<file path="config.mk">
export PLATFORM = sky130hd
export DESIGN_NAME = rt_scheduler_flat
export DESIGN_NICKNAME = d
export VERILOG_FILES = /design/src/rtl/rt_sched_pkg.sv /design/src/rtl/rt_scheduler_if.sv /design/src/rtl/rt_raster_counter.sv /design/src/rtl/rt_scheduler.sv /design/src/flat_wrapper.sv
export SDC_FILE = /design/constraint.sdc
export NUM_CORES = 2
export LEC_CHECK = 0
export ABC_AREA = 0
export CORE_UTILIZATION = 40
export DETAILED_ROUTE_END_ITERATION = 12
export DONT_BUFFER_PORTS = 1
export PLACE_DENSITY_LB_ADDON = 0.3
export SYNTH_ARGS = -nofsm -noshare
export SYNTH_HDL_FRONTEND = slang
export SYNTH_HIERARCHICAL = 1
export SYNTH_SLANG_ARGS = --single-unit
</file>
<file path="constraint.sdc">
create_clock -name aclk -period 40.1 [get_ports aclk]
set_input_delay 8.02 -clock aclk [delete_from_list [all_inputs] [get_ports aclk]]
set_output_delay 8.02 -clock aclk [all_outputs]
set_load 0.02 [all_outputs]
</file>
<file path="src/rtl/rt_sched_pkg.sv">
// -----------------------------------------------------------------------------
// rt_sched_pkg
// Shared definitions for the ray-tracer frame scheduler: scheduler state
// encoding, default parameter values, bus data width and the pixel-coordinate
// width. No ports.
// -----------------------------------------------------------------------------
package rt_sched_pkg;

    localparam int SCENE_WORDS_DEF     = 27;
    localparam int IMG_W_DEF           = 32;
    localparam int IMG_H_DEF           = 32;
    localparam int MAX_OUTSTANDING_DEF = 4;

    localparam int DATA_W  = 32;
    localparam int COORD_W = 16;

    typedef enum logic [1:0] {
        ST_LOAD   = 2'd0,
        ST_RENDER = 2'd1,
        ST_DONE   = 2'd2
    } sched_state_e;

    typedef logic [COORD_W-1:0] coord_t;
    typedef logic [DATA_W-1:0]  word_t;

endpackage

</file>
<file path="src/rtl/rt_scheduler_if.sv">
// -----------------------------------------------------------------------------
// rt_scheduler_if
// Bundles the four handshake channels around the scheduler:
//   s_axis_*  configuration stream into the scheduler
//   m_axis_*  pixel stream out of the scheduler
//   req_*     pixel request from the scheduler to the renderer core
//   rsp_*     in-order pixel result from the core
// Modports:
//   master  the scheduler's view
//   slave   the environment's view (config source, pixel sink, core)
// -----------------------------------------------------------------------------
interface rt_scheduler_if;
    import rt_sched_pkg::*;

    logic   s_axis_tvalid;
    logic   s_axis_tready;
    word_t  s_axis_tdata;
    logic   s_axis_tlast;

    logic   m_axis_tvalid;
    logic   m_axis_tready;
    word_t  m_axis_tdata;
    logic   m_axis_tlast;

    logic   req_valid;
    logic   req_ready;
    coord_t req_x;
    coord_t req_y;

    logic   rsp_valid;
    logic   rsp_ready;
    word_t  rsp_data;

    modport master (
        input  s_axis_tvalid, s_axis_tdata, s_axis_tlast,
        output s_axis_tready,
        output m_axis_tvalid, m_axis_tdata, m_axis_tlast,
        input  m_axis_tready,
        output req_valid, req_x, req_y,
        input  req_ready,
        input  rsp_valid, rsp_data,
        output rsp_ready
    );

    modport slave (
        output s_axis_tvalid, s_axis_tdata, s_axis_tlast,
        input  s_axis_tready,
        input  m_axis_tvalid, m_axis_tdata, m_axis_tlast,
        output m_axis_tready,
        input  req_valid, req_x, req_y,
        output req_ready,
        output rsp_valid, rsp_data,
        input  rsp_ready
    );

endinterface

</file>
<file path="src/rtl/rt_raster_counter.sv">
// -----------------------------------------------------------------------------
// rt_raster_counter
// Raster-order pixel coordinate generator: x runs 0..IMG_W-1, then y steps.
// Ports:
//   aclk, reset  clock and synchronous active-high reset
//   clear        force the position back to (0,0)
//   advance      step to the next pixel (wraps after the last one)
//   x, y         current pixel coordinate
//   last         high while the position is (IMG_W-1, IMG_H-1)
// -----------------------------------------------------------------------------
module rt_raster_counter
    import rt_sched_pkg::*;
#(
    parameter int IMG_W = IMG_W_DEF,
    parameter int IMG_H = IMG_H_DEF
) (
    input  logic   aclk,
    input  logic   reset,
    input  logic   clear,
    input  logic   advance,
    output coord_t x,
    output coord_t y,
    output logic   last
);

    localparam coord_t X_MAX = COORD_W'(IMG_W - 1);
    localparam coord_t Y_MAX = COORD_W'(IMG_H - 1);

    coord_t x_q, x_d;
    coord_t y_q, y_d;

    // NOTE: every variable written in a combinational block gets a default
    // first; a path that skipped an assignment would infer a latch.
    always_comb begin
        x_d = x_q;
        y_d = y_q;
        if (clear) begin
            x_d = '0;
            y_d = '0;
        end else if (advance) begin
            if (x_q == X_MAX) begin
                x_d = '0;
                y_d = (y_q == Y_MAX) ? '0 : y_q + 1'b1;
            end else begin
                x_d = x_q + 1'b1;
            end
        end
    end

    // NOTE: state registers use non-blocking assignments so every flop samples
    // the pre-edge values regardless of process evaluation order.
    always_ff @(posedge aclk) begin
        if (reset) begin
            x_q <= '0;
            y_q <= '0;
        end else begin
            x_q <= x_d;
            y_q <= y_d;
        end
    end

    assign x    = x_q;
    assign y    = y_q;
    assign last = (x_q == X_MAX) && (y_q == Y_MAX);

endmodule

</file>
<file path="src/rtl/rt_scheduler.sv">
// -----------------------------------------------------------------------------
// rt_scheduler
// Frame scheduler for a ray-tracing core. Loads a scene configuration from a
// stream, then issues one request per pixel in raster order (bounded by
// MAX_OUTSTANDING in flight) and forwards the in-order results to the pixel
// stream, marking the final pixel with tlast.
//
// Ports:
//   aclk, reset   clock and synchronous active-high reset
//   bus           handshake channels (rt_scheduler_if.master)
//   cfg_data      committed configuration, word i at [32i+31:32i]
//   busy          high while rendering or finishing a frame
//   frame_done    one-cycle pulse after the last pixel leaves
//   cfg_err       one-cycle pulse, the cycle after a payload ended early
//   perf_cycles   render cycle count of the current/last frame
//
// Build option: define RT_SCHED_PERF_EN to build the render cycle counter;
// otherwise perf_cycles is tied to zero.
// -----------------------------------------------------------------------------
module rt_scheduler
    import rt_sched_pkg::*;
#(
    parameter int SCENE_WORDS     = SCENE_WORDS_DEF,
    parameter int IMG_W           = IMG_W_DEF,
    parameter int IMG_H           = IMG_H_DEF,
    parameter int MAX_OUTSTANDING = MAX_OUTSTANDING_DEF
) (
    input  logic                      aclk,
    input  logic                      reset,
    rt_scheduler_if.master            bus,
    output logic [SCENE_WORDS*32-1:0] cfg_data,
    output logic                      busy,
    output logic                      frame_done,
    output logic                      cfg_err,
    output logic [31:0]               perf_cycles
);

    localparam int TOTAL  = IMG_W * IMG_H;
    localparam int WIDX_W = $clog2(SCENE_WORDS + 1);
    localparam int CNT_W  = $clog2(TOTAL + 1);
    localparam int OUT_W  = $clog2(MAX_OUTSTANDING + 1);

    localparam logic [WIDX_W-1:0] LAST_IDX  = WIDX_W'(SCENE_WORDS - 1);
    // widx parks here once the payload is full; extra beats are ignored.
    localparam logic [WIDX_W-1:0] OVF_IDX   = WIDX_W'(SCENE_WORDS);
    localparam logic [CNT_W-1:0]  LAST_BEAT = CNT_W'(TOTAL - 1);
    localparam logic [OUT_W-1:0]  OUT_MAX   = OUT_W'(MAX_OUTSTANDING);

    typedef logic [SCENE_WORDS-1:0][DATA_W-1:0] scene_t;

    sched_state_e      state_q, state_d;
    logic [WIDX_W-1:0] widx_q, widx_d;
    scene_t            stage_q, stage_d;
    scene_t            cfg_q, cfg_d;
    logic              cfg_err_q, cfg_err_d;
    logic              issue_done_q, issue_done_d;
    logic [OUT_W-1:0]  outst_q, outst_d;
    logic [CNT_W-1:0]  recv_q, recv_d;

    logic   in_render;
    logic   s_ready, req_valid, m_valid, m_last, r_ready;
    logic   cfg_hs, req_hs, out_hs;
    coord_t rc_x, rc_y;
    logic   rc_last;

    // -------------------------------------------------------------------------
    // Handshake outputs. The result path is a pure combinational pass-through
    // gated by the RENDER state, so nothing is forwarded outside a frame.
    // -------------------------------------------------------------------------
    assign in_render = (state_q == ST_RENDER);
    assign s_ready   = (state_q == ST_LOAD);
    assign req_valid = in_render && !issue_done_q && (outst_q < OUT_MAX);
    assign m_valid   = in_render && bus.rsp_valid;
    assign r_ready   = in_render && bus.m_axis_tready;
    assign m_last    = m_valid && (recv_q == LAST_BEAT);

    assign cfg_hs = s_ready && bus.s_axis_tvalid;
    assign req_hs = req_valid && bus.req_ready;
    assign out_hs = m_valid && bus.m_axis_tready;

    assign bus.s_axis_tready = s_ready;
    assign bus.req_valid     = req_valid;
    assign bus.req_x         = rc_x;
    assign bus.req_y         = rc_y;
    assign bus.m_axis_tvalid = m_valid;
    assign bus.m_axis_tdata  = bus.rsp_data;
    assign bus.m_axis_tlast  = m_last;
    assign bus.rsp_ready     = r_ready;

    assign cfg_data   = cfg_q;
    assign busy       = (state_q != ST_LOAD);
    assign frame_done = (state_q == ST_DONE);
    assign cfg_err    = cfg_err_q;

    // Held at (0,0) outside RENDER so each frame starts at the first pixel.
    rt_raster_counter #(
        .IMG_W (IMG_W),
        .IMG_H (IMG_H)
    ) u_raster (
        .aclk    (aclk),
        .reset   (reset),
        .clear   (!in_render),
        .advance (req_hs),
        .x       (rc_x),
        .y       (rc_y),
        .last    (rc_last)
    );

    // -------------------------------------------------------------------------
    // Next-state and datapath
    // -------------------------------------------------------------------------
    always_comb begin
        state_d      = state_q;
        widx_d       = widx_q;
        stage_d      = stage_q;
        cfg_d        = cfg_q;
        cfg_err_d    = 1'b0;
        issue_done_d = issue_done_q;
        outst_d      = outst_q;
        recv_d       = recv_q;

        unique case (state_q)
            ST_LOAD: begin
                issue_done_d = 1'b0;
                outst_d      = '0;
                recv_d       = '0;
                if (cfg_hs) begin
                    // Beats land in a staging copy; cfg_data only changes on
                    // a complete payload, so a truncated one leaves it intact.
                    if (widx_q < OVF_IDX) begin
                        for (int i = 0; i < SCENE_WORDS; i++) begin
                            if (widx_q == WIDX_W'(i)) begin
                                stage_d[i] = bus.s_axis_tdata;
                            end
                        end
                    end
                    if (bus.s_axis_tlast) begin
                        widx_d = '0;
                        if (widx_q >= LAST_IDX) begin
                            cfg_d   = stage_d;
                            state_d = ST_RENDER;
                        end else begin
                            cfg_err_d = 1'b1;
                        end
                    end else if (widx_q != OVF_IDX) begin
                        widx_d = widx_q + 1'b1;
                    end
                end
            end

            ST_RENDER: begin
                // Once the last coordinate has been handed out, no more
                // requests are issued for this frame.
                if (req_hs && rc_last) begin
                    issue_done_d = 1'b1;
                end
                case ({req_hs, out_hs})
                    2'b10: outst_d = outst_q + 1'b1;
                    // A result with nothing outstanding is a core protocol
                    // error; the count stays at zero rather than wrapping.
                    2'b01: if (outst_q != '0) outst_d = outst_q - 1'b1;
                    default: ;
                endcase
                if (out_hs) begin
                    recv_d = recv_q + 1'b1;
                    if (recv_q == LAST_BEAT) begin
                        state_d = ST_DONE;
                    end
                end
            end

            ST_DONE: begin
                state_d = ST_LOAD;
            end

            default: begin
                state_d = ST_LOAD;
            end
        endcase
    end

    always_ff @(posedge aclk) begin
        if (reset) begin
            state_q      <= ST_LOAD;
            widx_q       <= '0;
            cfg_q        <= '0;
            cfg_err_q    <= 1'b0;
            issue_done_q <= 1'b0;
            outst_q      <= '0;
            recv_q       <= '0;
        end else begin
            state_q      <= state_d;
            widx_q       <= widx_d;
            cfg_q        <= cfg_d;
            cfg_err_q    <= cfg_err_d;
            issue_done_q <= issue_done_d;
            outst_q      <= outst_d;
            recv_q       <= recv_d;
        end
    end

    // NOTE: the staging buffer is deliberately not reset: a payload only
    // commits after every word of it was rewritten since the last widx clear,
    // so stale contents can never reach cfg_data.
    always_ff @(posedge aclk) begin
        stage_q <= stage_d;
    end

    // -------------------------------------------------------------------------
    // Render cycle counter
    // -------------------------------------------------------------------------
`ifdef RT_SCHED_PERF_EN
    logic [31:0] perf_q, perf_d;

    always_comb begin
        perf_d = perf_q;
        if ((state_q == ST_LOAD) && (state_d == ST_RENDER)) begin
            perf_d = '0;
        end else if (in_render && (perf_q != '1)) begin
            perf_d = perf_q + 1'b1;
        end
    end

    always_ff @(posedge aclk) begin
        if (reset) begin
            perf_q <= '0;
        end else begin
            perf_q <= perf_d;
        end
    end

    assign perf_cycles = perf_q;
`else
    assign perf_cycles = '0;
`endif

endmodule

</file>
<file path="src/flat_wrapper.sv">
// flat-port wrapper written by rule: the top's interface ports become plain ports
module rt_scheduler_flat import rt_sched_pkg::*;
#(
    parameter int SCENE_WORDS     = SCENE_WORDS_DEF,
    parameter int IMG_W           = IMG_W_DEF,
    parameter int IMG_H           = IMG_H_DEF,
    parameter int MAX_OUTSTANDING = MAX_OUTSTANDING_DEF
)
  (aclk, reset, cfg_data, busy, frame_done, cfg_err, perf_cycles, bus_s_axis_tvalid, bus_s_axis_tdata, bus_s_axis_tlast, bus_s_axis_tready, bus_m_axis_tvalid, bus_m_axis_tdata, bus_m_axis_tlast, bus_m_axis_tready, bus_req_valid, bus_req_x, bus_req_y, bus_req_ready, bus_rsp_valid, bus_rsp_data, bus_rsp_ready);
  rt_scheduler_if bus_i ();
  input  logic aclk;
  input  logic reset;
  output logic [SCENE_WORDS*32-1:0] cfg_data;
  output logic busy;
  output logic frame_done;
  output logic cfg_err;
  output logic [31:0] perf_cycles;
  input wire logic [$bits(bus_i.s_axis_tvalid)-1:0] bus_s_axis_tvalid;
  input wire logic [$bits(bus_i.s_axis_tdata)-1:0] bus_s_axis_tdata;
  input wire logic [$bits(bus_i.s_axis_tlast)-1:0] bus_s_axis_tlast;
  output wire logic [$bits(bus_i.s_axis_tready)-1:0] bus_s_axis_tready;
  output wire logic [$bits(bus_i.m_axis_tvalid)-1:0] bus_m_axis_tvalid;
  output wire logic [$bits(bus_i.m_axis_tdata)-1:0] bus_m_axis_tdata;
  output wire logic [$bits(bus_i.m_axis_tlast)-1:0] bus_m_axis_tlast;
  input wire logic [$bits(bus_i.m_axis_tready)-1:0] bus_m_axis_tready;
  output wire logic [$bits(bus_i.req_valid)-1:0] bus_req_valid;
  output wire logic [$bits(bus_i.req_x)-1:0] bus_req_x;
  output wire logic [$bits(bus_i.req_y)-1:0] bus_req_y;
  input wire logic [$bits(bus_i.req_ready)-1:0] bus_req_ready;
  input wire logic [$bits(bus_i.rsp_valid)-1:0] bus_rsp_valid;
  input wire logic [$bits(bus_i.rsp_data)-1:0] bus_rsp_data;
  output wire logic [$bits(bus_i.rsp_ready)-1:0] bus_rsp_ready;
  assign bus_i.s_axis_tvalid = bus_s_axis_tvalid;
  assign bus_i.s_axis_tdata = bus_s_axis_tdata;
  assign bus_i.s_axis_tlast = bus_s_axis_tlast;
  assign bus_s_axis_tready = bus_i.s_axis_tready;
  assign bus_m_axis_tvalid = bus_i.m_axis_tvalid;
  assign bus_m_axis_tdata = bus_i.m_axis_tdata;
  assign bus_m_axis_tlast = bus_i.m_axis_tlast;
  assign bus_i.m_axis_tready = bus_m_axis_tready;
  assign bus_req_valid = bus_i.req_valid;
  assign bus_req_x = bus_i.req_x;
  assign bus_req_y = bus_i.req_y;
  assign bus_i.req_ready = bus_req_ready;
  assign bus_i.rsp_valid = bus_rsp_valid;
  assign bus_i.rsp_data = bus_rsp_data;
  assign bus_rsp_ready = bus_i.rsp_ready;
  rt_scheduler #(.SCENE_WORDS(SCENE_WORDS), .IMG_W(IMG_W), .IMG_H(IMG_H), .MAX_OUTSTANDING(MAX_OUTSTANDING)) u_core (.aclk(aclk), .reset(reset), .bus(bus_i), .cfg_data(cfg_data), .busy(busy), .frame_done(frame_done), .cfg_err(cfg_err), .perf_cycles(perf_cycles));
endmodule
</file>
==> flow_metrics.py <==
metrics = {
    "worst_setup_path": {
        "max_stage_delay_ns": 0.62,
        "cp_slowest_cell": "nor3_1",
        "path_class": "in -> out",
        "crit_family": "simple AND/OR/NAND/NOR gates",
        "cp.arrival_ns": 8.69,
        "crit_chain": "nand2_1 > nor3_1",
        "cp.depth": 2,
        "required_ns": 32.08,
        "r2r_start": "u_core/widx_q[0]",
        "rr_worst_depth": 9,
        "start_kind": "input port",
        "r2r_setup_slack_ns": 34.91,
        "end_kind": "primary output",
        "path_max_fanout": 6,
        "path_buf_inv": 0,
        "r2r_end": "u_core/cfg_data[779]",
    },
    "logic_synthesis": {
        "synth_fa_ha_area_share_pct": 0.1660,
        "syn_area_per_cell_um2": 13.55,
        "synth_top_cell_by_area": "edfxtp_1",
        "synth_top_family_by_area": "multiplexers",
        "synth_mux_area_share_pct": 13.50,
        "syn_inst": 5341,
        "yosys_register_bits": 1783,
        "synth_compound_area_share_pct": 10.97,
        "synth_area_leaders": "edfxtp_1 (36%), dfxtp_1 (25%), mux2_2 (12%), o211a_1 (9.7%), nand2b_1 (6.1%)",
        "ys.flop_type": "dfxtp_1",
        "yosysTopAreaCellShare_pct": 35.85,
        "syn-cell-area_mm2": 0.07237,
        "synth_edf_count": 864,
        "synth-xor-area-share_pct": 0.2783,
        "seq_area_frac_synth_pct": 61.27,
        "synth_simple_gate_area_share_pct": 9.924,
        "async_flop_share_pct": 0,
        "ys_warn_count": 6,
        "synth_cell_type_count": 68,
    },
    "timing": {
        "worst_pin_slew_ns": 1.203,
        "drv_slew": 0,
        "max_freq_mhz": 59.86,
        "tns_ns": 0,
        "period_minus_slack_ns": 16.71,
        "period_share_pct": 41.66,
        "fin_ws_ns": 23.39,
        "rsz0062_at_grt": "false",
        "setup_viol": 0,
        "finClkSkew_ns": 0.03499,
        "hold_viol_final": 0,
        "max_slew_margin_pct": 19.83,
    },
    "placement": {
        "hpwl_um": 130100,
        "port_buffers": 0,
        "pre_cts_slack_ns": 23.40,
        "placed_area_mm2": 0.07334,
        "gp_congestion": 0.8309,
    },
    "detailed_routing": {
        "drt_wl_total_um": 218600,
        "via_count": 43157,
        "firstDrtPassIters": 6,
        "wl_per_cell_um": 28.59,
        "ant_nets": 0,
        "drc_errors": 0,
        "drtIter0Drc": 3575,
        "vias_per_cell": 5.642,
    },
    "run_status": {
        "outcome": "finished clean",
    },
    "clocking": {
        "clockBufferDepth": 3,
        "post-cts-setup-buffer-count": 0,
        "cts_tree": "done",
        "postCtsHoldBufs": 0,
        "ctsRootBufferMaster": "clkbuf_16",
        "cts_resized": 0,
        "cts_buffers": 189,
        "insertion_delay_ns": 0.85,
        "clk_pin_slew_ns": 0.06,
        "cts.sinks": 1783,
        "cts_max_level": 4,
    },
    "cells_and_area": {
        "regArea_mm2": 0.04434,
        "nets": 5186,
        "drive_gt1_share_pct": 21.73,
        "nFillCells": 16072,
        "area_growth_pct": 10.13,
        "final_area_mm2": 0.07971,
        "multi_input_area_mm2": 0.02546,
        "final_core_util_pct": 44.53,
    },
    "pwr": {
        "vdd_drop_max_uv": 43.17,
        "p_leak_nw": 35.78,
        "power_mw": 3.864,
        "p_per_area_mw_per_mm2": 48.48,
    },
    "floorplanning": {
        "start_util_pct": 40.43,
        "rows": 155,
        "dieArea_mm2": 0.1826,
        "io_pins": 1039,
        "die_width_um": 427.4,
        "coreArea_mm2": 0.1790,
        "die_y_um": 427.4,
    },
    "global_route": {
        "antenna_found_initial": 25,
        "overflow": 0,
        "first_global_vias": 41282,
        "grt_max_degree": 228,
        "grt.total_usage_pct": 23.01,
        "grt_pass1_wl_um": 304700,
    },
    "hold_path": {
        "holdPathEnd": "u_core/recv_q[9]",
        "hp-class": "reg -> reg",
        "min_from": "u_core/recv_q[9]",
        "hold_depth": 2,
    },
    "run": {
        "maxCapViolCount": 0,
    },
}
-- placed cells by master, fill, tap and decap left out, types with 8 or more instances in the layout --
cell / netlist / layout
a211oi_1: 10 / 10
a21oi_1: 13 / 13
buf_4: 80 / 59
bufinv_16: 0 / 10
clkbuf_1: 233 / 53
clkbuf_16: 0 / 196
clkbuf_8: 0 / 34
clkinv_1: 1 / 16
clkinv_2: 0 / 32
conb_1: 1 / 32
dfxtp_1: 919 / 919
diode_2: 0 / 20
edfxtp_1: 864 / 864
ha_1: 8 / 8
inv_1: 13 / 13
mux2_1: 107 / 107
mux2_2: 757 / 757
nand2_1: 37 / 37
nand2b_1: 707 / 707
nand3_1: 13 / 13
nand4_1: 15 / 15
nor2_1: 302 / 290
nor2_4: 0 / 16
nor3_1: 137 / 137
nor4_1: 10 / 10
o211a_1: 704 / 704
o21a_1: 65 / 65
o22ai_1: 8 / 8
or3_1: 13 / 13
xnor2_1: 16 / 16
-- cell usage after synthesis (7+ instances only) --
cell type	number
mux2_2	757
nand2_1	37
nor3_1	137
buf_6	47
buf_4	80
dfxtp_1	919
o22ai_1	8
edfxtp_1	864
o21ai_0	7
nand4_1	15
nor4_1	10
clkbuf_1	233
a21oi_1	13
ha_1	8
nand3_1	13
mux2_1	107
nand2b_1	707
or3_1	13
xor2_1	7
a211oi_1	10
o211a_1	704
o21a_1	65
nor2_1	302
buf_2	127
inv_1	13
and3_1	8
buf_1	33
xnor2_1	16
-- logic make-up (layout without fill, tap and decap cells) --
kind of cell | count (synthesis) | after routing
adders and majority gates | 9 | 9
AOI/OAI and AO/OA | 828 | 828
and+or+nand+nor | 1295 | 1295
muxes | 868 | 868
DFF | 1783 | 1783
other | 1 | 52
xor gates and xnor gates | 23 | 23
buffers and inverters | 534 | 436
-- worst max path at each step --
stage	slack (ns)	to	startpoint
floorplan	5.94	u_core/widx_q[2]	bus_s_axis_tvalid
global placement	23.36	bus_m_axis_tlast	bus_rsp_valid
detailed placement	23.40	bus_m_axis_tlast	bus_rsp_valid
CTS	23.40	bus_m_axis_tlast	bus_rsp_valid
global route	23.36	bus_m_axis_tlast	bus_rsp_valid
finish	23.39	bus_m_axis_tlast	bus_rsp_valid
-- stage by stage --
stage               hold slack [ns]  std cells
floorplan                    0.4585       5372
global placement             0.4716       7270
detailed placement           0.4828       7270
CTS                          0.4909       7629
global route                 0.5198       7635
finish                       0.4928       7649
-- metal layers --
metal	vias up	track usage, %	share of wire, %
li1	19034	-	-
met1	22073	27.46	38
met2	1660	37.67	48
met3	390	7.001	8.9
met4	0	11.03	4.7
met5	-	0	0
-- sequential cells by signal, indices dropped and copies added, names as in the netlist --
signal / cells
u_core/outst_q: 3
u_core/stage_q: 864
u_core/u_raster/x: 16
u_core/state_q: 2
u_core/issue_done_q: 1
u_core/widx_q: 5
u_core/recv_q: 11
u_core/u_raster/y: 16
u_core/cfg_err: 1
u_core/cfg_data: 864
-- where the power goes --
part | total [mW] | switching (mW) | internal (mW)
logic | 0.112 | 0.0693 | 0.0427
clock network | 1.77 | 0.743 | 1.03
registers | 1.98 | 0.0117 | 1.97
-- area by class of cell --
class,count,share of cell area (%)
inverters,14,0.07535
well taps,2355,3.697
multi-input cells,3055,31.95
flip-flops and latches,1783,55.63
diodes,20,0.06279
clock inverters,76,0.9387
repair buffers,63,0.6562
clock buffers,283,6.990
(Power assumes the default switching activity.)
